==> src/rtl/fwd_seq_pkg.sv <==
// Shared state encoding and helpers for the forwarder read sequencer.
package fwd_seq_pkg;

    typedef enum logic [1:0] {
        ST_IDLE  = 2'd0,
        ST_ISSUE = 2'd1,
        ST_DRAIN = 2'd2,
        ST_DONE  = 2'd3
    } seq_state_t;

    // Width of occupancy/credit counters able to hold the value depth itself.
    function automatic int credit_width(input int depth);
        return $clog2(depth) + 1;
    endfunction

    // Final-beat lane enable: only the top rem lanes, or every lane for a whole word.
    function automatic logic keep_lane(input int lane, input int rem, input int bytes);
        logic en;
        if (rem == 0) begin
            en = 1'b1;
        end else begin
            en = (lane >= (bytes - rem));
        end
        return en;
    endfunction

endpackage

==> src/rtl/fwd_seq_fifo.sv <==
// Synchronous show-ahead FIFO with occupancy count; head entry is visible on rd_data.
module fwd_seq_fifo
    import fwd_seq_pkg::*;
#(
    parameter int WIDTH = 8,
    parameter int DEPTH = 8
) (
    input  logic                             clk,
    input  logic                             rst_n,
    input  logic                             wr_en,
    input  logic [WIDTH-1:0]                 wr_data,
    input  logic                             rd_en,
    output logic [WIDTH-1:0]                 rd_data,
    output logic [credit_width(DEPTH)-1:0]   count,
    output logic                             empty,
    output logic                             full
);

    localparam int AW    = $clog2(DEPTH);
    localparam int CNT_W = credit_width(DEPTH);

    logic [WIDTH-1:0] mem_r [DEPTH];
    logic [AW-1:0]    wr_ptr_r;
    logic [AW-1:0]    rd_ptr_r;
    logic [CNT_W-1:0] count_r;
    logic             push_s;
    logic             pop_s;

    // A push into a full FIFO is accepted when the head leaves in the same cycle.
    assign pop_s   = rd_en && (count_r != {CNT_W{1'b0}});
    assign push_s  = wr_en && ((count_r != CNT_W'(DEPTH)) || pop_s);
    assign rd_data = mem_r[rd_ptr_r];
    assign count   = count_r;
    assign empty   = (count_r == {CNT_W{1'b0}});
    assign full    = (count_r == CNT_W'(DEPTH));

    // Storage array; contents need no reset because count_r gates visibility.
    always_ff @(posedge clk) begin
        if (push_s) begin
            mem_r[wr_ptr_r] <= wr_data;
        end
    end

    // Pointers and occupancy.
    always_ff @(posedge clk or negedge rst_n) begin
        if (!rst_n) begin
            wr_ptr_r <= {AW{1'b0}};
            rd_ptr_r <= {AW{1'b0}};
            count_r  <= {CNT_W{1'b0}};
        end else begin
            if (push_s) begin
                wr_ptr_r <= wr_ptr_r + AW'(1);
            end
            if (pop_s) begin
                rd_ptr_r <= rd_ptr_r + AW'(1);
            end
            case ({push_s, pop_s})
                2'b10:   count_r <= count_r + CNT_W'(1);
                2'b01:   count_r <= count_r - CNT_W'(1);
                default: count_r <= count_r;
            endcase
        end
    end

endmodule

==> src/rtl/fwd_read_sequencer.sv <==
// Packet read controller: issues credit-limited word reads and re-emits them as AXI-Stream.
// Optional byte enables on m_tkeep are built when FWD_SEQ_TKEEP_EN is defined.
module fwd_read_sequencer
    import fwd_seq_pkg::*;
#(
    parameter int FWD_WIDTH      = 32,
    parameter int FWD_ADDR_WIDTH = 10,
    parameter int PLEN_WIDTH     = 12,
    parameter int RD_LAT         = 4,
    parameter int FIFO_DEPTH     = 8
) (
    input  logic                      clk,
    input  logic                      rst_n,
    input  logic                      pkt_rdy,
    input  logic [PLEN_WIDTH-1:0]     pkt_len,
    output logic                      pkt_done,
    output logic [FWD_ADDR_WIDTH-1:0] fwd_addr,
    output logic                      fwd_rd_en,
    input  logic [FWD_WIDTH-1:0]      fwd_rd_data,
    output logic [FWD_WIDTH-1:0]      m_tdata,
    output logic                      m_tvalid,
    input  logic                      m_tready,
    output logic                      m_tlast
`ifdef FWD_SEQ_TKEEP_EN
    ,
    output logic [FWD_WIDTH/8-1:0]    m_tkeep
`endif
);

    localparam int BYTES = FWD_WIDTH / 8;
    localparam int CNT_W = credit_width(FIFO_DEPTH);
    localparam int CMP_W = (PLEN_WIDTH > FWD_ADDR_WIDTH) ? PLEN_WIDTH : FWD_ADDR_WIDTH;
`ifdef FWD_SEQ_TKEEP_EN
    localparam int ENTRY_W = FWD_WIDTH + 1 + BYTES;
`else
    localparam int ENTRY_W = FWD_WIDTH + 1;
`endif

    seq_state_t state_r;
    seq_state_t state_nxt_s;

    logic [CMP_W-1:0]          word_cnt_r;
    logic [CMP_W-1:0]          last_idx_r;
    logic [FWD_ADDR_WIDTH-1:0] last_addr_r;
    logic                      pkt_done_r;
    logic [RD_LAT-1:0]         pipe_vld_r;
    logic [RD_LAT-1:0]         pipe_last_r;
    logic [PLEN_WIDTH:0]       len_round_s;
    logic [PLEN_WIDTH:0]       n_words_s;
    logic                      issue_s;
    logic                      credit_ok_s;
    logic                      is_last_word_s;
    logic                      last_beat_s;
    logic [CNT_W-1:0]          inflight_s;
    logic [CNT_W:0]            occupancy_s;

    logic                      fifo_wr_s;
    logic                      fifo_rd_s;
    logic [ENTRY_W-1:0]        fifo_wdata_s;
    logic [ENTRY_W-1:0]        fifo_rdata_s;
    logic [CNT_W-1:0]          fifo_count_s;
    logic                      fifo_empty_s;
    logic                      fifo_full_s;

`ifdef FWD_SEQ_TKEEP_EN
    logic [BYTES-1:0]          pipe_keep_r [RD_LAT];
    logic [BYTES-1:0]          last_keep_r;
    logic [BYTES-1:0]          last_keep_s;
    logic [BYTES-1:0]          issue_keep_s;
    int                        rem_s;

    // Final-beat keep mask derived from the byte remainder of the offered packet.
    always_comb begin
        last_keep_s = {BYTES{1'b0}};
        rem_s       = int'(pkt_len % PLEN_WIDTH'(BYTES));
        for (int i = 0; i < BYTES; i++) begin
            last_keep_s[i] = keep_lane(i, rem_s, BYTES);
        end
    end

    assign issue_keep_s = is_last_word_s ? last_keep_r : {BYTES{1'b1}};
`endif

    assign len_round_s    = {1'b0, pkt_len} + (PLEN_WIDTH + 1)'(BYTES - 1);
    assign n_words_s      = len_round_s / (PLEN_WIDTH + 1)'(BYTES);
    assign is_last_word_s = (word_cnt_r == last_idx_r);

    // Reads in flight are the population of the latency-matched valid pipe.
    always_comb begin
        inflight_s = {CNT_W{1'b0}};
        for (int i = 0; i < RD_LAT; i++) begin
            inflight_s = inflight_s + CNT_W'(pipe_vld_r[i]);
        end
    end

    assign occupancy_s = {1'b0, inflight_s} + {1'b0, fifo_count_s};
    assign credit_ok_s = (occupancy_s < (CNT_W + 1)'(FIFO_DEPTH)) && !fifo_full_s;

    // Next-state and read-issue decode.
    always_comb begin
        state_nxt_s = state_r;
        issue_s     = 1'b0;
        case (state_r)
            ST_IDLE: begin
                if (pkt_rdy) begin
                    if (pkt_len == {PLEN_WIDTH{1'b0}}) begin
                        state_nxt_s = ST_DONE;
                    end else begin
                        state_nxt_s = ST_ISSUE;
                    end
                end else begin
                    state_nxt_s = ST_IDLE;
                end
            end
            ST_ISSUE: begin
                if (credit_ok_s) begin
                    issue_s = 1'b1;
                    if (is_last_word_s) begin
                        state_nxt_s = ST_DRAIN;
                    end else begin
                        state_nxt_s = ST_ISSUE;
                    end
                end else begin
                    state_nxt_s = ST_ISSUE;
                end
            end
            ST_DRAIN: begin
                if (last_beat_s) begin
                    state_nxt_s = ST_DONE;
                end else begin
                    state_nxt_s = ST_DRAIN;
                end
            end
            ST_DONE: begin
                state_nxt_s = ST_IDLE;
            end
            default: begin
                state_nxt_s = ST_IDLE;
            end
        endcase
    end

    // State register and the registered completion pulse.
    always_ff @(posedge clk or negedge rst_n) begin
        if (!rst_n) begin
            state_r    <= ST_IDLE;
            pkt_done_r <= 1'b0;
        end else begin
            state_r    <= state_nxt_s;
            pkt_done_r <= (state_nxt_s == ST_DONE);
        end
    end

    // Packet bookkeeping: word counter, final index and last issued address.
    always_ff @(posedge clk or negedge rst_n) begin
        if (!rst_n) begin
            word_cnt_r  <= {CMP_W{1'b0}};
            last_idx_r  <= {CMP_W{1'b0}};
            last_addr_r <= {FWD_ADDR_WIDTH{1'b0}};
`ifdef FWD_SEQ_TKEEP_EN
            last_keep_r <= {BYTES{1'b0}};
`endif
        end else if ((state_r == ST_IDLE) && pkt_rdy) begin
            word_cnt_r  <= {CMP_W{1'b0}};
            last_idx_r  <= CMP_W'(n_words_s - (PLEN_WIDTH + 1)'(1));
`ifdef FWD_SEQ_TKEEP_EN
            last_keep_r <= last_keep_s;
`endif
        end else if (issue_s) begin
            word_cnt_r  <= word_cnt_r + CMP_W'(1);
            last_addr_r <= word_cnt_r[FWD_ADDR_WIDTH-1:0];
        end
    end

    // Valid pipe carrying per-read metadata across the memory latency.
    always_ff @(posedge clk or negedge rst_n) begin
        if (!rst_n) begin
            pipe_vld_r  <= {RD_LAT{1'b0}};
            pipe_last_r <= {RD_LAT{1'b0}};
`ifdef FWD_SEQ_TKEEP_EN
            for (int i = 0; i < RD_LAT; i++) begin
                pipe_keep_r[i] <= {BYTES{1'b0}};
            end
`endif
        end else begin
            pipe_vld_r[0]  <= issue_s;
            pipe_last_r[0] <= issue_s && is_last_word_s;
`ifdef FWD_SEQ_TKEEP_EN
            pipe_keep_r[0] <= issue_keep_s;
`endif
            for (int i = RD_LAT - 1; i > 0; i--) begin
                pipe_vld_r[i]  <= pipe_vld_r[i-1];
                pipe_last_r[i] <= pipe_last_r[i-1];
`ifdef FWD_SEQ_TKEEP_EN
                pipe_keep_r[i] <= pipe_keep_r[i-1];
`endif
            end
        end
    end

    assign fifo_wr_s = pipe_vld_r[RD_LAT-1];
`ifdef FWD_SEQ_TKEEP_EN
    assign fifo_wdata_s = {fwd_rd_data, pipe_last_r[RD_LAT-1], pipe_keep_r[RD_LAT-1]};
`else
    assign fifo_wdata_s = {fwd_rd_data, pipe_last_r[RD_LAT-1]};
`endif

    fwd_seq_fifo #(
        .WIDTH (ENTRY_W),
        .DEPTH (FIFO_DEPTH)
    ) u_fifo (
        .clk     (clk),
        .rst_n   (rst_n),
        .wr_en   (fifo_wr_s),
        .wr_data (fifo_wdata_s),
        .rd_en   (fifo_rd_s),
        .rd_data (fifo_rdata_s),
        .count   (fifo_count_s),
        .empty   (fifo_empty_s),
        .full    (fifo_full_s)
    );

    // Stream side: head entry is gated to zero whenever the FIFO is empty.
    assign m_tvalid  = !fifo_empty_s;
    assign fifo_rd_s = m_tvalid && m_tready;
    assign m_tdata   = fifo_empty_s ? {FWD_WIDTH{1'b0}} : fifo_rdata_s[ENTRY_W-1 -: FWD_WIDTH];
`ifdef FWD_SEQ_TKEEP_EN
    assign m_tlast   = !fifo_empty_s && fifo_rdata_s[BYTES];
    assign m_tkeep   = fifo_empty_s ? {BYTES{1'b0}} : fifo_rdata_s[BYTES-1:0];
`else
    assign m_tlast   = !fifo_empty_s && fifo_rdata_s[0];
`endif
    assign last_beat_s = fifo_rd_s && m_tlast;

    assign pkt_done  = pkt_done_r;
    assign fwd_rd_en = issue_s;
    assign fwd_addr  = (state_r == ST_ISSUE) ? word_cnt_r[FWD_ADDR_WIDTH-1:0] : last_addr_r;

endmodule

==> config.mk <==
export PLATFORM = sky130hd
export DESIGN_NAME = fwd_read_sequencer
export DESIGN_NICKNAME = d
export VERILOG_FILES = /design/src/rtl/fwd_seq_pkg.sv /design/src/rtl/fwd_seq_fifo.sv /design/src/rtl/fwd_read_sequencer.sv
export SDC_FILE = /design/constraint.sdc
export NUM_CORES = 1
export LEC_CHECK = 0
export BUFFER_PORTS_ARGS = -buffer_cell sky130_fd_sc_hd__buf_2
export CAP_MARGIN = 10
export CORE_MARGIN = 4
export CORE_UTILIZATION = 51
export DETAILED_ROUTE_END_ITERATION = 16
export PLACE_DENSITY = 0.69
export SLEW_MARGIN = 10
export SYNTH_ARGS = -nofsm -noshare
export SYNTH_HDL_FRONTEND = slang
export SYNTH_SLANG_ARGS = --single-unit
==> constraint.sdc <==
create_clock -name clk -period 5.2 [get_ports clk]
set_input_delay 0.78 -clock clk [delete_from_list [all_inputs] [get_ports clk]]
set_output_delay 0.78 -clock clk [all_outputs]
set_load 0.01 [all_outputs]
==> summary.md, run 1 <==
| Metric | Value |
|---|---|
| Outcome | complete, no violations |
| Commonest non-fill, non-tap cell in the layout | edfxtp_1 |
| Placer Congestion | 0.779 |
| Mapped Cells | 750 |
| Synth area leaders | edfxtp_1 (61%), mux4_2 (11%), dfrtp_1 (11%) |
| Setup Buffers After CTS | 0 |
| Reg-to-reg endpoint | u_fifo.mem_r[1][5] |
| Adder-cell share of the synthesized area | 0.0118 |
| Compound-Gate Fraction of Synth Area | 0.0241 |
| Htree depth | 1 |
| Synth top area share | 0.611 |
| Final TNS setup | 0 ns |
| Core area | 25,100 um2 |
| Hold Violations, Final | 0 |
| Routed WL | 25,300 um |
| CP max FO | 54 |
| Hold WC Path Type | flip-flop to flip-flop |
| Residual DRC | 0 |
| Wl on met1 | 10,800 um |
| Setup crit start kind | flip-flop |
| Total GRT Usage | 0.181 |
| Number of CTS-inserted buffers | 31 |
| Vias | 6,900 |
| Crit end category | primary output |
| Syn nets | 809 |
| CP max-delay cell | dfrtp_4 |
| Post-synthesis async set-or-reset flop share | 0.172 |
| Fmax | 0.258 GHz |
| Post-Synth XOR/XNOR Area | 0.0169 |
| Leakage | 5.41 nW |
| Commonest non-fill, non-tap cells in the layout | edfxtp_1 (264), buf_2 (93), nand2_1 (85), mux4_2 (65), dfrtp_1 (52) |
| WL met2 | 12,700 um |
| Ant. Diodes | 0 |
| Die Width | 168 um |
| Ys Warns | 0 |
| Post-synthesis mux area share | 0.147 |
| CTS Sinks | 319 |
| # hold bufs at CTS | 0 |
| Crit path depth | 5 |
| Final slew viol count | 0 |
| CTS clk-pin slew, worst paths | 0.06 ns |
| Tmin final | 3.87 ns |
| Die height | 168 um |
| Worst Path Buf+Inv | 2 |
| Post-layout util | 0.591 |
| 1st-pass router iterations | 5 |
| Cell Area, Synth | 13,000 um2 |
| Vias per cell | 5.72 |
| HPWL after detailed placement | 15,200 um |
| DR iter-0 viols | 697 |
| First-pass GRT wire length | 40,300 um |
| Clock Latency Late Sink | 0.55 ns |
| CTS tree | built |
| Initial Util | 0.517 |
| Fin crit share | 0.744 |
| Synth area leader | edfxtp_1 |
| Clk root buf | clkbuf_16 |
| Buffers on Ports | 93 |
| Initial antenna violation count | 2 |
| Fillers | 1,902 |
| RR Startpoint | u_fifo.count[0] |
| Critical path required time | 4.42 ns |
| Critical path startpoint | u_fifo.rd_ptr_r[0] |
| Fraction of the yosys area taken by sequential cells | 0.717 |
| CP Class | flip-flop to primary output |
| Slowest stage delay, CP | 1.11 ns |
| Number of synthesized flops with an enable pin | 264 |
| Max Used Layer | met5 |
| I/O Pins | 94 |
| Largest net degree at the start of global routing | 56 |
| Synthesis-to-layout area growth | 14.3% |
| Final Skew | 0.0177 ns |
| Headroom to the max-slew limit | 0.269 |
| Top delay family on crit path | flip-flops |
| Row count | 58 |
| Final WS setup | 1.33 ns |
| Yosys cell types | 50 |
| Drt wl/cell | 21.0 um |
| Pwr/cell area | 559 nW/um2 |
| CP Capture Point | m_tdata[22] |
| Worst slew pin tran | 1.10 ns |
| Post-Place Cells | 1,149 |
| Share of cells above drive strength 1 | 0.269 |
| Vias in the first global route | 7,118 |
| Primary FF master, synth | edfxtp_1 |
| Max Cap Violations | 0 |
| Worst EP arrival | 3.09 ns |
| Post-layout net count | 911 |
| Max VDD drop | 285 uV |
| Synthesized area per cell | 17.3 um2 |
| CP cell instances | buf_4, mux4_2, mux2i_1, nor2_1, buf_2 |
| R2R cell count | 4 |
| Non-filler cells, final | 1,206 |
| Number of gates resized after cts | 0 |
| Final setup violation count | 0 |
| Pre-CTS setup slack | 1.79 ns |
| Post-Synth Simple-Gate Area | 0.0687 |
| #FFs+latches synth | 319 |
| RSZ-0062 raised after global routing | false |
| Die ar. | 28,100 um2 |
| CTS Buffer Depth | 3 |
| Register-to-register setup slack | 2.53 ns |
| Largest family of logic cells by synthesized area | multiplexers |
| Metal3 WL | 1380 um |
| Post-DRT Antenna Nets | 0 |
| Total gr overflow | 0 |
-- metal layers --
layer  global-route usage  vias up
met5                    0        -
met4               0.0381        4
met3               0.0305       42
met2                0.306      187
met1                0.252     3547
li1                     -     3120
-- registers in the layout, summed over array words and instances, names as in the netlist --
| register | cells |
|---|---|
| pipe_vld_r | 4 |
| u_fifo.rd_ptr_r | 3 |
| u_fifo.mem_r | 264 |
| last_addr_r | 10 |
| last_idx_r | 12 |
| u_fifo.wr_ptr_r | 3 |
| pkt_done | 1 |
| state_r | 2 |
| word_cnt_r | 12 |
| u_fifo.count | 4 |
| pipe_last_r | 4 |
-- kinds of logic (layout without fill, tap and decap cells) --
logic type | Yosys count | count (layout)
flops | 319 | 319
mux | 109 | 109
compound gates | 49 | 49
simple gates | 191 | 191
xor+xnor | 25 | 25
fa+ha+maj | 11 | 11
buf+inv | 46 | 172
-- per-stage QoR --
step	cell area, um2	power, mW	hold slack, ns
finish	14800	8.30	0.355
detailed placement	13900	6.30	0.344
floorplan	13000	5.39	0.331
global route	14800	8.78	0.369
CTS	14800	8.40	0.357
global placement	13900	6.21	0.334
-- cells in the mapped netlist, types with 2 or more instances --
| cell | instances |
|---|---|
| xor2_1 | 17 |
| buf_1 | 5 |
| nand3_1 | 8 |
| and3_1 | 3 |
| nor2b_1 | 3 |
| nor4_1 | 5 |
| o21ai_1 | 12 |
| nand2b_1 | 6 |
| inv_1 | 6 |
| edfxtp_1 | 264 |
| mux2i_1 | 38 |
| mux2_1 | 4 |
| o211ai_1 | 3 |
| o31ai_1 | 6 |
| inv_2 | 2 |
| mux4_2 | 65 |
| or4_1 | 9 |
| a21oi_1 | 12 |
| and2_1 | 2 |
| o21ai_0 | 3 |
| or3_1 | 4 |
| nor2_1 | 46 |
| dfrtp_1 | 55 |
| ha_1 | 9 |
| a31oi_1 | 2 |
| fa_1 | 2 |
| xnor2_1 | 8 |
| buf_2 | 10 |
| clkbuf_1 | 23 |
| nand2_1 | 85 |
| mux2_2 | 2 |
| and4_1 | 3 |
| nand4_1 | 5 |
| o22ai_1 | 2 |
| nor4_2 | 2 |
| nor3_1 | 5 |
-- final cells by class --
class | instances | area, um2 | area share
Tap cell | 330 | 413 | 0.0278
Timing Repair Buffer | 107 | 571 | 0.0385
Clock buffer | 36 | 795 | 0.0536
Multi-Input combinational cell | 385 | 3550 | 0.239
Sequential cell | 319 | 9310 | 0.628
Inverter | 8 | 30.0 | 0.00202
Clock inverter | 21 | 165 | 0.0111
-- worst min-delay path by stage --
stage,start,endpoint,slack [ns],cells after the start
global placement,pipe_last_r[2],pipe_last_r[3],0.33,0
detailed placement,pipe_last_r[2],pipe_last_r[3],0.34,0
floorplan,pipe_last_r[0],pipe_last_r[1],0.33,0
CTS,pipe_last_r[2],pipe_last_r[3],0.36,0
global route,pipe_last_r[0],pipe_last_r[1],0.37,0
finish,pipe_last_r[2],pipe_last_r[3],0.36,0
-- worst register-to-register path, delay by kind of cell, from the launching register on --
family	cells	cell delay, ns
flops	1	0.52
compound gates	1	0.21
simple gates	2	1.07
buf+inv	1	0.52
-- power breakdown --
part	switching, mW	leakage [nW]	total (mW)	internal [mW]
Clock	0.903	0.464	2.10	1.19
Sequential	0.443	3.09	3.69	3.25
Combinational	1.34	1.85	2.51	1.17
Total	2.69	5.41	8.30	5.61
No activity file was read; power rests on OpenSTA's default activity.
==> run 2, diff against run 1 <==
--- a/config.mk
+++ b/config.mk
@@ -5,12 +5,13 @@
 export SDC_FILE = /design/constraint.sdc
 export NUM_CORES = 1
 export LEC_CHECK = 0
+export ABC_AREA = 1
 export BUFFER_PORTS_ARGS = -buffer_cell sky130_fd_sc_hd__buf_2
 export CAP_MARGIN = 10
 export CORE_MARGIN = 4
 export CORE_UTILIZATION = 51
 export DETAILED_ROUTE_END_ITERATION = 16
-export PLACE_DENSITY = 0.69
+export PLACE_DENSITY = 0.72
 export SLEW_MARGIN = 10
 export SYNTH_ARGS = -nofsm -noshare
 export SYNTH_HDL_FRONTEND = slang
==> constraint.sdc (replaced) <==
create_clock -name clk -period 3.2 [get_ports clk]
set_input_delay 0.48 -clock clk [delete_from_list [all_inputs] [get_ports clk]]
set_output_delay 0.48 -clock clk [all_outputs]
set_load 0.01 [all_outputs]
==> run 2 against run 1 <==
  * Clock-buffer cell count increased by 1
  * Worst setup slack got worse by 1.1 ns
  * Cell count increased by 36%
  * Synthesized area increased by 3.0%
  * Core utilization increased by 1.2 points
==> summary.md, run 2 <==
| Metric | Value |
|---|---|
| Clk root buf | clkbuf_16 |
| Slowest stage delay, CP | 0.55 ns |
| Largest net degree at the start of global routing | 134 |
| DP Area | 14,400 um2 |
| Crit end category | primary output |
| CTS Buffer Depth | 3 |
| RR Startpoint | pipe_vld_r[0] |
| I/O Pins | 94 |
| Commonest non-fill, non-tap cells in the layout | edfxtp_1 (264), nor2_1 (237), o21ai_0 (199), nand2_1 (126), buf_2 (93) |
| Ys Warns | 0 |
| Largest regs | u_fifo.mem_r: 264 flops, last_idx_r: 12 flops, word_cnt_r: 12 flops |
| Core area | 25,500 um2 |
| CP max FO | 6 |
| Residual DRC | 0 |
| Primary FF master, synth | edfxtp_1 |
| Total gr overflow | 0 |
| Syn nets | 1,240 |
| Yosys cell types | 34 |
| RSZ-0062 raised after global routing | false |
| Pre-CTS setup slack | 0.731 ns |
| Vias | 9,105 |
| Buffers on Ports | 93 |
| Die height | 170 um |
| Cell Area, Synth | 13,400 um2 |
| Post-DRT Antenna Nets | 0 |
| Fin crit share | 0.941 |
| Worst slew pin tran | 0.623 ns |
| Drt wl/cell | 17.7 um |
| Synth top area share | 0.593 |
| Row count | 58 |
| Final WS setup | 0.188 ns |
| Max VDD drop | 628 uV |
| Clock Latency Late Sink | 0.56 ns |
| Sw Ratio | 0.370 |
| CTS tree | built |
| CP max-delay cell | fa_1 |
| Initial antenna violation count | 0 |
| Number of synthesized flops with an enable pin | 264 |
| Worst EP arrival | 2.53 ns |
| CP cell instances | fa_1, ha_1, nand2_1, inv_1, o21ai_0, nand2_1, nand2_1, nand2_2, inv_1, buf_2 |
| Die ar. | 28,900 um2 |
| CP Capture Point | fwd_rd_en |
| CTS clk-pin slew, worst paths | 0.06 ns |
| Design area | 15,400 um2 |
| Met3 Use GR | 0.0269 |
| Pwr/cell area | 939 nW/um2 |
| Outcome | complete, no violations |
| Synthesized area per cell | 11.3 um2 |
| Hold Violations, Final | 0 |
| Share of cells above drive strength 1 | 0.151 |
| Total GRT Usage | 0.198 |
| Fraction of the yosys area taken by sequential cells | 0.696 |
| Final setup violation count | 0 |
| Part of the power in registers | 0.391 |
| #FFs+latches synth | 319 |
| Final slew viol count | 0 |
| Count leader, synth | edfxtp_1 |
| Pint | 9.08 mW |
| Placer Congestion | 0.824 |
| Routed WL | 29,000 um |
| Max FFs per register | 264 |
| Number of CTS-inserted buffers | 31 |
| Synth area leader | edfxtp_1 |
| Final TNS setup | 0 ns |
| R2R cell count | 13 |
| Tmin final | 3.01 ns |
| Synth area leaders | edfxtp_1 (59%), dfrtp_1 (10%), o21ai_0 (7.5%) |
| Hold WS | 0.181 ns |
| Critical path startpoint | pipe_vld_r[0] |
| Die Width | 170 um |
| Hold WC Path Type | input pin to flip-flop |
| Clock power frac | 0.234 |
| Largest Register | u_fifo.mem_r |
| Setup crit start kind | flip-flop |
| CP Class | flip-flop to primary output |
| Mapped Cells | 1,181 |
| Reg-to-reg endpoint | word_cnt_r[6] |
| HPWL after detailed placement | 17,000 um |
| Post-layout net count | 1,341 |
| Comb power frac | 0.375 |
| Register-to-register setup slack | 0.72 ns |
| Psw | 5.34 mW |
| Htree depth | 1 |
| Headroom to the max-slew limit | 0.585 |
| Setup Buffers After CTS | 0 |
| Synthesis-to-layout area growth | 14.9% |
| Fmax | 0.332 GHz |
| 1st-pass router iterations | 5 |
| Commonest cells in the netlist | edfxtp_1 (264), nor2_1 (245), o21ai_0 (199) |
| Final Skew | 0.0121 ns |
| Critical path required time | 2.72 ns |
| Global routing's busiest layer | met2 |
| DR iter-0 viols | 886 |
| Initial Util | 0.525 |
| First-pass GRT wire length | 46,200 um |
| Commonest non-fill, non-tap cell in the layout | edfxtp_1 |
| Crit-path most repeated cell | nand2_1 |
| Ant. Diodes | 0 |
| Met2 Use GR | 0.342 |
| Post-synthesis async set-or-reset flop share | 0.172 |
| Max Cap Violations | 0 |
| Leakage | 5.69 nW |
| CTS Sinks | 319 |
| M1 GR Usage | 0.268 |
| Vias per cell | 5.57 |
| Vias in the first global route | 9,036 |
==> run 2: cell type report <==
cell class	count	area (um2)
clock buffer	37	798
clock inverter	20	148
fill	2005	10100
inverter	63	238
multi-input combinational	741	3620
sequential	319	9310
tap	330	413
timing repair buffer	126	828
==> run 2: worst max-delay path, delay by kind of cell (launching register included) <==
kind	cells	cell delay [ns]
adder cells (fa/ha/maj)	2	0.77
buffers and inverters	3	0.38
flip-flops	1	0.40
AND/OR/NAND/NOR	4	0.30
AO/OA/AOI/OAI	1	0.13
==> run 2: worst min path at each step <==
stage	cells after the start	end	slack (ns)	from
finish	1	u_fifo.mem_r[1][25]	0.18	fwd_rd_data[24]
global route	1	u_fifo.mem_r[3][24]	0.18	fwd_rd_data[23]
CTS	1	u_fifo.mem_r[0][25]	0.17	fwd_rd_data[24]
detailed placement	0	pipe_last_r[2]	0.34	pipe_last_r[1]
global placement	0	pipe_last_r[1]	0.33	pipe_last_r[0]
floorplan	0	last_addr_r[0]	0.18	rst_n
==> run 2: through the flow <==
step,utilization,cells,total power [mW]
4_1_cts,0.603,1636,14.5
6_report,0.603,1636,14.4
5_1_grt,0.603,1636,15.4
3_3_place_gp,0.565,1578,11.0
2_1_floorplan,-,1181,9.13
3_5_place_dp,0.565,1578,11.1
==> run 2: cells by family after synthesis <==
group                      after synthesis  synth area share
and+or+nand+nor                        429             0.131
DFF                                    319             0.696
AOI/OAI and AO/OA                      287             0.115
buffers and inverters                  121            0.0372
xor gates and xnor gates                14           0.00917
adders and majority gates               11            0.0114
==> run 2: per-layer routing <==
| metal | part of all wire | vias up |
|---|---|---|
| li1 | - | 4370 |
| met1 | 0.43 | 4391 |
| met2 | 0.49 | 294 |
| met3 | 0.066 | 50 |
| met4 | 0.020 | 0 |
| met5 | 0 | - |
==> run 2: what timing repair did <==
action,CTS,global route
hold buffers,1,0
endpoints found under the hold margin,55,0
gates resized for setup,0,0
==> run 2: power groups by stage <==
stage | Sequential [mW] | Combinational (mW) | Clock [mW]
after floorplan | 5.66 | 3.47 | 0
after global placement | 5.69 | 5.31 | 0
after detailed placement | 5.71 | 5.42 | 0
after CTS | 5.63 | 5.44 | 3.43
after global routing | 5.70 | 6.06 | 3.62
final | 5.63 | 5.41 | 3.38
